==> src/rtl/msi_cpu_controller_pkg.sv <==
// Shared MSI coherence types: line states and bus commands used by the
// cache unit, the snoop controller and the CPU-side controller.
package msi_cpu_controller_pkg;

  typedef enum logic [1:0] {
    MSI_INVALID  = 2'd0,
    MSI_SHARED   = 2'd1,
    MSI_MODIFIED = 2'd2
  } msi_state_t;

  typedef enum logic [2:0] {
    BUS_NONE           = 3'd0,
    BUS_READ           = 3'd1,
    BUS_READ_EXCLUSIVE = 3'd2,
    BUS_INVALIDATE     = 3'd3,
    BUS_WRITE_BACK     = 3'd4
  } bus_cmd_t;

  // A write fill takes ownership so the pending write can land without another bus trip.
  function automatic bus_cmd_t fill_command(input logic is_write);
    return is_write ? BUS_READ_EXCLUSIVE : BUS_READ;
  endfunction

  function automatic msi_state_t fill_state(input logic is_write);
    return is_write ? MSI_MODIFIED : MSI_SHARED;
  endfunction

endpackage

==> src/rtl/msi_cpu_controller.sv <==
// CPU-side MSI cache controller: serves hits combinationally and sequences
// write-back, line fill and upgrade-invalidate transactions on the bus.
module msi_cpu_controller
  import msi_cpu_controller_pkg::*;
#(
  parameter int TAG_WIDTH    = 6,
  parameter int INDEX_WIDTH  = 4,
  parameter int OFFSET_WIDTH = 2,
  parameter int DATA_WIDTH   = 16
) (
  input  logic                                         clock,
  input  logic                                         reset,
  input  logic                                         cpu_read,
  input  logic                                         cpu_write,
  input  logic [TAG_WIDTH+INDEX_WIDTH+OFFSET_WIDTH-1:0] cpu_address,
  input  logic [DATA_WIDTH-1:0]                        cpu_data_in,
  output logic [DATA_WIDTH-1:0]                        cpu_data_out,
  output logic                                         cpu_function_complete,
  output logic [INDEX_WIDTH-1:0]                       cache_index,
  output logic [OFFSET_WIDTH-1:0]                      cache_offset,
  output logic [TAG_WIDTH-1:0]                         cache_tag_in,
  input  logic [TAG_WIDTH-1:0]                         cache_tag_out,
  input  logic [1:0]                                   cache_state_out,
  input  logic                                         cache_hit,
  input  logic [DATA_WIDTH-1:0]                        cache_data_out,
  output logic [DATA_WIDTH-1:0]                        cache_data_in,
  output logic [1:0]                                   cache_state_in,
  output logic                                         cache_write_tag,
  output logic                                         cache_write_state,
  output logic                                         cache_write_data,
  output logic                                         bus_request,
  input  logic                                         bus_grant,
  output logic [2:0]                                   bus_command,
  output logic [TAG_WIDTH+INDEX_WIDTH+OFFSET_WIDTH-1:0] bus_address,
  output logic [DATA_WIDTH-1:0]                        bus_data_out,
  input  logic [DATA_WIDTH-1:0]                        bus_data_in,
  input  logic                                         bus_ack
);

  localparam logic [1:0] IDLE       = 2'd0;
  localparam logic [1:0] WRITE_BACK = 2'd1;
  localparam logic [1:0] FILL       = 2'd2;
  localparam logic [1:0] INVALIDATE = 2'd3;

  localparam logic [OFFSET_WIDTH-1:0] LAST_WORD = {OFFSET_WIDTH{1'b1}};

  logic [1:0]              state, state_next;
  logic [OFFSET_WIDTH-1:0] counter, counter_next;
  logic                    is_write, is_read;
  logic [TAG_WIDTH-1:0]    req_tag;
  logic [INDEX_WIDTH-1:0]  req_index;
  logic [OFFSET_WIDTH-1:0] req_offset;

  assign is_write   = cpu_write;
  assign is_read    = cpu_read & ~cpu_write;
  assign req_offset = cpu_address[OFFSET_WIDTH-1:0];
  assign req_index  = cpu_address[OFFSET_WIDTH+INDEX_WIDTH-1:OFFSET_WIDTH];
  assign req_tag    = cpu_address[TAG_WIDTH+INDEX_WIDTH+OFFSET_WIDTH-1:OFFSET_WIDTH+INDEX_WIDTH];

  always_comb begin
    state_next            = state;
    counter_next          = counter;
    cpu_data_out          = '0;
    cpu_function_complete = 1'b0;
    cache_index           = req_index;
    cache_offset          = req_offset;
    cache_tag_in          = req_tag;
    cache_data_in         = '0;
    cache_state_in        = MSI_INVALID;
    cache_write_tag       = 1'b0;
    cache_write_state     = 1'b0;
    cache_write_data      = 1'b0;
    bus_request           = 1'b0;
    bus_command           = BUS_NONE;
    bus_address           = {req_tag, req_index, counter};
    bus_data_out          = '0;

    // Reset overrides everything so no strobe or bus command escapes mid-transfer.
    if (reset) begin
      state_next   = IDLE;
      counter_next = '0;
    end else begin
      bus_request = (state != IDLE);
      case (state)
        IDLE: begin
          if (is_write && cache_hit) begin
            if (cache_state_out == MSI_MODIFIED) begin
              cache_write_data      = 1'b1;
              cache_data_in         = cpu_data_in;
              cpu_function_complete = 1'b1;
            end else begin
              state_next = INVALIDATE;
            end
          end else if (is_read && cache_hit) begin
            cpu_data_out          = cache_data_out;
            cpu_function_complete = 1'b1;
          end else if (is_write || is_read) begin
            counter_next = '0;
            state_next   = (cache_state_out == MSI_MODIFIED) ? WRITE_BACK : FILL;
          end else begin
            state_next = IDLE;
          end
        end

        INVALIDATE: begin
          if (bus_grant) begin
            bus_command           = BUS_INVALIDATE;
            cache_write_data      = 1'b1;
            cache_data_in         = cpu_data_in;
            cache_write_state     = 1'b1;
            cache_state_in        = MSI_MODIFIED;
            cpu_function_complete = 1'b1;
            state_next            = IDLE;
          end else begin
            state_next = INVALIDATE;
          end
        end

        WRITE_BACK: begin
          cache_offset = counter;
          bus_address  = {cache_tag_out, req_index, counter};
          if (bus_grant) begin
            bus_command  = BUS_WRITE_BACK;
            bus_data_out = cache_data_out;
            if (bus_ack) begin
              counter_next = counter + OFFSET_WIDTH'(1);
              if (counter == LAST_WORD) begin
                state_next = FILL;
              end else begin
                state_next = WRITE_BACK;
              end
            end else begin
              state_next = WRITE_BACK;
            end
          end else begin
            state_next = WRITE_BACK;
          end
        end

        FILL: begin
          cache_offset = counter;
          if (bus_grant) begin
            bus_command = fill_command(is_write);
            if (bus_ack) begin
              cache_write_data = 1'b1;
              cache_data_in    = bus_data_in;
              counter_next     = counter + OFFSET_WIDTH'(1);
              // Tag and state land with the last word; the request then completes as a hit in IDLE.
              if (counter == LAST_WORD) begin
                cache_write_tag   = 1'b1;
                cache_write_state = 1'b1;
                cache_state_in    = fill_state(is_write);
                state_next        = IDLE;
              end else begin
                state_next = FILL;
              end
            end else begin
              state_next = FILL;
            end
          end else begin
            state_next = FILL;
          end
        end

        default: begin
          state_next   = IDLE;
          counter_next = '0;
        end
      endcase
    end
  end

  // State and word-counter registers.
  always_ff @(posedge clock) begin
    if (reset) begin
      state   <= IDLE;
      counter <= '0;
    end else begin
      state   <= state_next;
      counter <= counter_next;
    end
  end

endmodule
==> config.mk <==
export PLATFORM = sky130hd
export DESIGN_NAME = msi_cpu_controller
export DESIGN_NICKNAME = d
export VERILOG_FILES = /design/src/rtl/msi_cpu_controller_pkg.sv /design/src/rtl/msi_cpu_controller.sv
export SDC_FILE = /design/constraint.sdc
export NUM_CORES = 1
export LEC_CHECK = 0
export BUFFER_PORTS_ARGS = -buffer_cell sky130_fd_sc_hd__buf_2
export CAP_MARGIN = 20
export CELL_PAD_IN_SITES_DETAIL_PLACEMENT = 0
export CELL_PAD_IN_SITES_GLOBAL_PLACEMENT = 1
export CORE_MARGIN = 2
export CORE_UTILIZATION = 22
export CTS_CLUSTER_SIZE = 24
export DETAILED_ROUTE_END_ITERATION = 16
export PLACE_DENSITY = 0.9
export SLEW_MARGIN = 5
export SYNTH_ARGS = -nofsm -noshare
export SYNTH_HDL_FRONTEND = slang
export SYNTH_SLANG_ARGS = --single-unit
export TNS_END_PERCENT = 10
==> constraint.sdc <==
create_clock -name clock -period 3.1 [get_ports clock]
set_clock_uncertainty 0.15 [all_clocks]
set_input_delay 0.62 -clock clock [delete_from_list [all_inputs] [get_ports clock]]
set_output_delay 0.62 -clock clock [all_outputs]
set_load 0.05 [all_outputs]
==> flow_metrics.env, run 1 <==
export IMPL_status="finished clean"
export IMPL_hold_path_startpoint="counter[1]"
export IMPL_synth_net_count=262
export IMPL_avgViaCountPerCell=4.43
export IMPL_total_routed_length_um=4350
export IMPL_required_ns=2.33
export IMPL_floorplan_core_area_um2=5890
export IMPL_drive_above_1_share_pct=62.1
export IMPL_gpl_final_weighted_congestion=0.748
export IMPL_setup_repair_after_global_routing_missed_its_margin="no"
export IMPL_route_detailed_wl_per_inst_um=11.4
export IMPL_die_w_um=81.6
export IMPL_detailed_place_hpwl_um=3630
export IMPL_clock_tree_from_tritoncts="done"
export IMPL_worst_pin_slew_ns=0.717
export IMPL_fmaxAchievable_mhz=367
export IMPL_synth_fa_ha_area_share_pct=4.72
export IMPL_post_place_setup_slack_ns=0.353
export IMPL_worst_setup_hold_path_clk_slew_ns=0.03
export IMPL_synth_compound_gate_area_share_pct=21.5
export IMPL_r2r_slack_ns=1.36
export IMPL_period_needed_ns=2.72
export IMPL_global_route_peak_usage_layer="met2"
export IMPL_worstHoldPathType="flop to flop"
export IMPL_syn_to_final_growth_pct=50.7
export IMPL_reg2reg_depth=6
export IMPL_critical_path_buf_inv_count=2
export IMPL_critical_path_arrival_ns=1.95
export IMPL_syn_area_per_cell_um2=7.28
export IMPL_critical_path_slowest_cell="sky130_fd_sc_hd__or2_1"
export IMPL_cp_slowest_stage_delay_ns=0.52
export IMPL_cts_buffer_depth=2
export IMPL_first_pass_grt_wire_length_um=5950
export IMPL_total_leakage_power_nw=1.07
export IMPL_drt_pass1_iter_count=4
export IMPL_regToRegEndpoint="counter[1]"
export IMPL_use_met2_pct=21.1
export IMPL_timing_final_ws_setup_ns=0.377
export IMPL_drc_errors=0
export IMPL_die_y_um=81.6
export IMPL_num_io_pins=157
export IMPL_routed_via_count=1687
export IMPL_cts_max_level=1
export IMPL_muxShareOfSynthArea_pct=8.31
export IMPL_grt_antenna_before_repair=0
export IMPL_synth_top_family_by_area="simple AND/OR/NAND/NOR gates"
export IMPL_finalCritPeriodShare_pct=87.8
export IMPL_detailed_route_iter0_violations=38
export IMPL_ys_warnings_count=0
export IMPL_gate_count_of_the_mapped_netlist=182
export IMPL_synth_cell_area_um2=1330
export IMPL_regToRegStartpoint="state[0]"
export IMPL_post_synth_and_or_nand_nor_area_fraction_pct=40.6
export IMPL_dpl_cell_area_um2=1940
export IMPL_use_met3_pct=2.20
export IMPL_cpLargestDelayFamily="simple AND/OR/NAND/NOR gates"
export IMPL_timing_final_max_slew_violations=0
export IMPL_power_per_cell_area_nw_per_um2=286
export IMPL_setup_total_negative_slack_ns=0
export IMPL_gr_total_overflow=0
export IMPL_flops_latches_synth=4
export IMPL_via_count_of_the_first_global_routing_pass=1374
export IMPL_setup_worst_path_class="flop to output port"
export IMPL_largest_net_degree_at_the_start_of_global_routing=24
export IMPL_crit_path_start_kind="flop"
export IMPL_grtUsageMet1_pct=12.5
export IMPL_net_total_in_the_final_layout=388
export IMPL_slew_limit_headroom_pct=52.2
export IMPL_tritoncts_sink_count=4
export IMPL_drtAntennaViolNets=0
export IMPL_maxCapViolCount=0
export IMPL_worst_hold_path_endpoint="counter[1]"
export IMPL_hold_path_cell_count=2
export IMPL_io_buffer_count=144
export IMPL_number_of_setup_violations_in_the_final_report=0
export IMPL_stdcell_area_um2=2000
export IMPL_placementRows=28
export IMPL_worst_skew_pair_late_latency_ns=0.22
export IMPL_ir_worst_vdd_mv=0.298
export IMPL_ctsRootBufferMaster="sky130_fd_sc_hd__clkbuf_8"
export IMPL_cts_buffers=3
export IMPL_cts_resized_gates=0
export IMPL_setup_worst_path_end_class="output port"
export IMPL_initial_core_util_pct=22.5
export IMPL_cp_cell_sequence="inv_1 -> ha_1 -> or2_1 -> nor2_1 -> buf_2"
export IMPL_mostFrequentLayoutCell="sky130_fd_sc_hd__buf_2"
export IMPL_worst_path_max_fanout=17
export IMPL_sequential_to_total_area_share_from_yosys_stat_pct=6.04
export IMPL_die_area_um2=6660
export IMPL_layout_cells_non_filler=381
export IMPL_commonest_cells_after_routing_fill_and_taps_aside="sky130_fd_sc_hd__buf_2 (144), sky130_fd_sc_hd__nor2_1 (45), sky130_fd_sc_hd__nand2b_1 (18)"
export IMPL_ys_types=41
export IMPL_place_inst=377
export IMPL_finalHoldViolCount=0
export IMPL_yosys_area_share_xor_xnor_pct=0
export IMPL_grtUsageTotal_pct=11.1
export IMPL_critPathLaunch="state[1]"
export IMPL_antenna_diode_count=0
logic make-up (layout without fill, tap and decap cells):
| kind of cell | Yosys count | in the layout |
|---|---|---|
| and+or+nand+nor | 101 | 101 |
| AOI/OAI and AO/OA | 31 | 31 |
| buffers and inverters | 31 | 155 |
| muxes | 10 | 10 |
| adders and majority gates | 5 | 5 |
| DFF | 4 | 4 |
synth_stat cells, drive strengths merged:
library cell	number	area share, %
nor2	55	17
buf	27	18
nand2b	18	8.5
a22oi	17	13
mux2	8	6.8
nand2	6	2.3
nor3	6	2.6
ha	5	4.7
o21ai	5	2.7
dfxtp	4	6.0
nor2b	4	2.3
inv	3	0.85
nand3	3	1.1
and2	2	0.94
and2b	2	1.1
mux2i	2	1.5
o21a	2	1.1
a21boi	1	0.57
a21oi	1	0.38
a2bb2oi	1	0.66
a311oi	1	0.66
and3	1	0.85
clkbuf	1	0.28
nand3b	1	1.5
nor3b	1	0.57
o21bai	1	0.57
o221ai	1	0.66
o32a	1	0.76
or2	1	0.47
or3	1	0.85
timing repair:
action,CTS,global route
buffers inserted,0,1
hold buffers,0,0
setup endpoints to repair,0,9
sequential cells by signal, indices dropped and copies added, names as in the netlist:
name	count
state	2
counter	2
worst max path at each step:
stage	to	slack [ns]	cells past startpoint
after floorplan	bus_command[1]	0.09	4
after global placement	cache_data_in[0]	0.38	7
after detailed placement	cache_data_in[1]	0.35	7
after CTS	cache_data_in[4]	0.10	7
after global routing	cache_data_in[3]	0.21	5
final	cache_data_in[1]	0.38	5
worst min-delay path: cells and delay by family, from the launching register on:
family / cells / cell delay [ns]
flops: 1 / 0.33
mux: 1 / 0.15
simple gates: 1 / 0.05
where the power goes:
group / internal, mW / leakage [nW] / switching, mW
clock network: 0.0829 / 0.0216 / 0.0285
registers: 0.0582 / 0.0328 / 0.00717
logic: 0.134 / 1.02 / 0.260
total: 0.275 / 1.07 / 0.295
per-layer routing:
| layer | up-vias | part of all wire, % |
|---|---|---|
| met3 | 0 | 11 |
| met5 | - | 0 |
| met1 | 747 | 38 |
| met2 | 91 | 51 |
| met4 | 0 | 0 |
| li1 | 849 | - |
layout make-up:
cell class | instances | area, um^2
Fill cell | 632 | 3890
Multi-Input combinational cell | 147 | 1000
Timing Repair Buffer | 149 | 771
Tap cell | 75 | 93.8
Sequential cell | 4 | 80.1
Clock buffer | 3 | 41.3
Inverter | 3 | 11.3
through the flow:
stage / utilization, % / hold WS [ns] / power [mW]
final: 33.9 / 0.431 / 0.570
after global routing: 33.9 / 0.480 / 0.610
after CTS: 33.6 / 0.434 / 0.575
after detailed placement: 32.9 / 0.418 / 0.459
after global placement: 32.9 / 0.406 / 0.454
after floorplan: - / 0.382 / 0.403
(Power assumes the default switching activity.)
==> run 2: changes to the inputs <==
- CORE_MARGIN: 2 -> not set
- CORE_UTILIZATION: 22 -> 20
- PLACE_DENSITY: 0.9 -> 0.83
- clock period: 3.1 -> 2.7 ns (I/O delays scaled with it)
==> flow_metrics.env, run 2 (same netlist as run 1, synthesis figures left out) <==
export IMPL_status="finished clean"
export IMPL_fmaxAchievable_mhz=389
export IMPL_number_of_setup_violations_in_the_final_report=0
export IMPL_multiInputGateArea_um2=1000
export IMPL_initial_core_util_pct=20.7
export IMPL_io_buffer_count=144
export IMPL_required_ns=2.01
export IMPL_antenna_diode_count=0
export IMPL_gr_total_overflow=0
export IMPL_worst_setup_hold_path_clk_slew_ns=0.03
export IMPL_finalCoreUtilization_pct=31.6
export IMPL_placementRows=29
export IMPL_drtAntennaViolNets=0
export IMPL_num_io_pins=157
export IMPL_crit_path_start_kind="flop"
export IMPL_timing_final_ws_setup_ns=0.128
export IMPL_cts_hold_repair_buffers=0
export IMPL_maxCapViolCount=0
export IMPL_layout_area_seq_um2=80.1
export IMPL_cts_max_level=1
export IMPL_final_fill_count=694
export IMPL_first_pass_grt_wire_length_um=6760
export IMPL_top_regs="counter: 2 flops, state: 2 flops"
export IMPL_die_w_um=83.4
export IMPL_period_needed_ns=2.57
export IMPL_via_count_of_the_first_global_routing_pass=1500
export IMPL_critical_path_slowest_cell="sky130_fd_sc_hd__or2_2"
export IMPL_setup_worst_path_end_class="output port"
export IMPL_slew_limit_headroom_pct=71.7
export IMPL_total_leakage_power_nw=1.08
export IMPL_syn_to_final_growth_pct=52.2
export IMPL_cp_slowest_stage_delay_ns=0.51
export IMPL_worstHoldPathType="flop to flop"
export IMPL_drc_errors=0
export IMPL_clock_tree_from_tritoncts="done"
export IMPL_cts_buffer_depth=2
export IMPL_ir_worst_vdd_mv=0.245
export IMPL_gpl_final_weighted_congestion=0.824
export IMPL_place_inst=382
export IMPL_setup_total_negative_slack_ns=0
export IMPL_finalCritPeriodShare_pct=95.2
export IMPL_cpLargestDelayFamily="simple AND/OR/NAND/NOR gates"
export IMPL_largest_net_degree_at_the_start_of_global_routing=19
export IMPL_worst_pin_slew_ns=0.424
export IMPL_grt_antenna_before_repair=0
export IMPL_floorplan_core_area_um2=6390
export IMPL_drive_above_1_share_pct=63.0
export IMPL_timing_final_max_slew_violations=0
export IMPL_die_y_um=83.4
export IMPL_worst_skew_pair_late_latency_ns=0.22
export IMPL_detailed_place_hpwl_um=3640
export IMPL_route_detailed_wl_per_inst_um=11.0
export IMPL_cts_buffers=3
export IMPL_avgViaCountPerCell=4.35
export IMPL_commonest_cells_after_routing_fill_and_taps_aside="sky130_fd_sc_hd__buf_2 (144), sky130_fd_sc_hd__nor2_1 (44), sky130_fd_sc_hd__nand2b_1 (18)"
export IMPL_worst_path_max_fanout=17
export IMPL_routed_via_count=1674
export IMPL_mostFrequentLayoutCell="sky130_fd_sc_hd__buf_2"
export IMPL_finalHoldViolCount=0
export IMPL_ctsRootBufferMaster="sky130_fd_sc_hd__clkbuf_8"
export IMPL_layout_cells_non_filler=385
export IMPL_setup_worst_path_class="flop to output port"
export IMPL_drt_pass1_iter_count=3
export IMPL_die_area_um2=6950
export IMPL_tritoncts_sink_count=4
export IMPL_total_routed_length_um=4230
export IMPL_cp_cell_sequence="inv_1 -> ha_1 -> or2_2 -> nor2_2 -> buf_2"
export IMPL_critical_path_arrival_ns=1.88
export IMPL_setup_repair_after_global_routing_missed_its_margin="no"
export IMPL_power_per_cell_area_nw_per_um2=328
export IMPL_post_place_setup_slack_ns=0.272
export IMPL_detailed_route_iter0_violations=20
export IMPL_critical_path_buf_inv_count=2
export IMPL_net_total_in_the_final_layout=390
export IMPL_grtUsageTotal_pct=11.5
## run 2: changes by cell type in the layout (fill, tap and decap cells not counted)
cell,previous run,this run
sky130_fd_sc_hd__buf_4,4,6
sky130_fd_sc_hd__nor2_1,45,44
sky130_fd_sc_hd__nor2_2,10,11
sky130_fd_sc_hd__or2_1,1,0
sky130_fd_sc_hd__or2_2,0,1
## run 2: timing repair
item,in CTS,in global routing
resized for setup,0,1
setup endpoints to repair,0,17
setup buffers,0,0
## run 2: metal layers
metal	track usage, %	wire (um)
met1	12.8	1680
met2	22.6	2140
met3	1.89	392
met4	2.51	21
met5	0	0
## run 2: path summary, 6_finish.rpt
check	startpoint	endpoint	slack, ns	cells past startpoint
setup / recovery	state[1]	cache_write_data	0.13	5
setup reg to reg	state[0]	counter[0]	0.98	6
hold reg to reg	counter[1]	counter[1]	0.41	2
hold / removal	counter[1]	counter[1]	0.41	2
## run 2: through the flow
| stage | total power, mW | area, um^2 | hold WS (ns) |
|---|---|---|---|
| CTS | 0.669 | 2020 | 0.418 |
| global route | 0.701 | 2020 | 0.421 |
| detailed placement | 0.539 | 1980 | 0.408 |
| floorplan | 0.464 | 1330 | 0.382 |
| global placement | 0.535 | 1980 | 0.403 |
| finish | 0.661 | 2020 | 0.411 |
## run 2: cell type report
class | instances | area share [%]
clock buffer | 3 | 2.05
inverter | 3 | 0.558
multi-input combinational | 147 | 49.7
sequential | 4 | 3.97
tap | 77 | 4.78
timing repair buffer | 151 | 39.0
## run 2: worst min-delay path, stage by stage, from the launching register on
cell and delay [ns]:
sky130_fd_sc_hd__dfxtp_1 0.33, sky130_fd_sc_hd__mux2i_1 0.13, sky130_fd_sc_hd__nor2_1 0.05
## run 2: where the power goes
part	switching, mW	internal (mW)
logic	0.301	0.160
registers	0.00767	0.0669
clock network	0.0307	0.0950
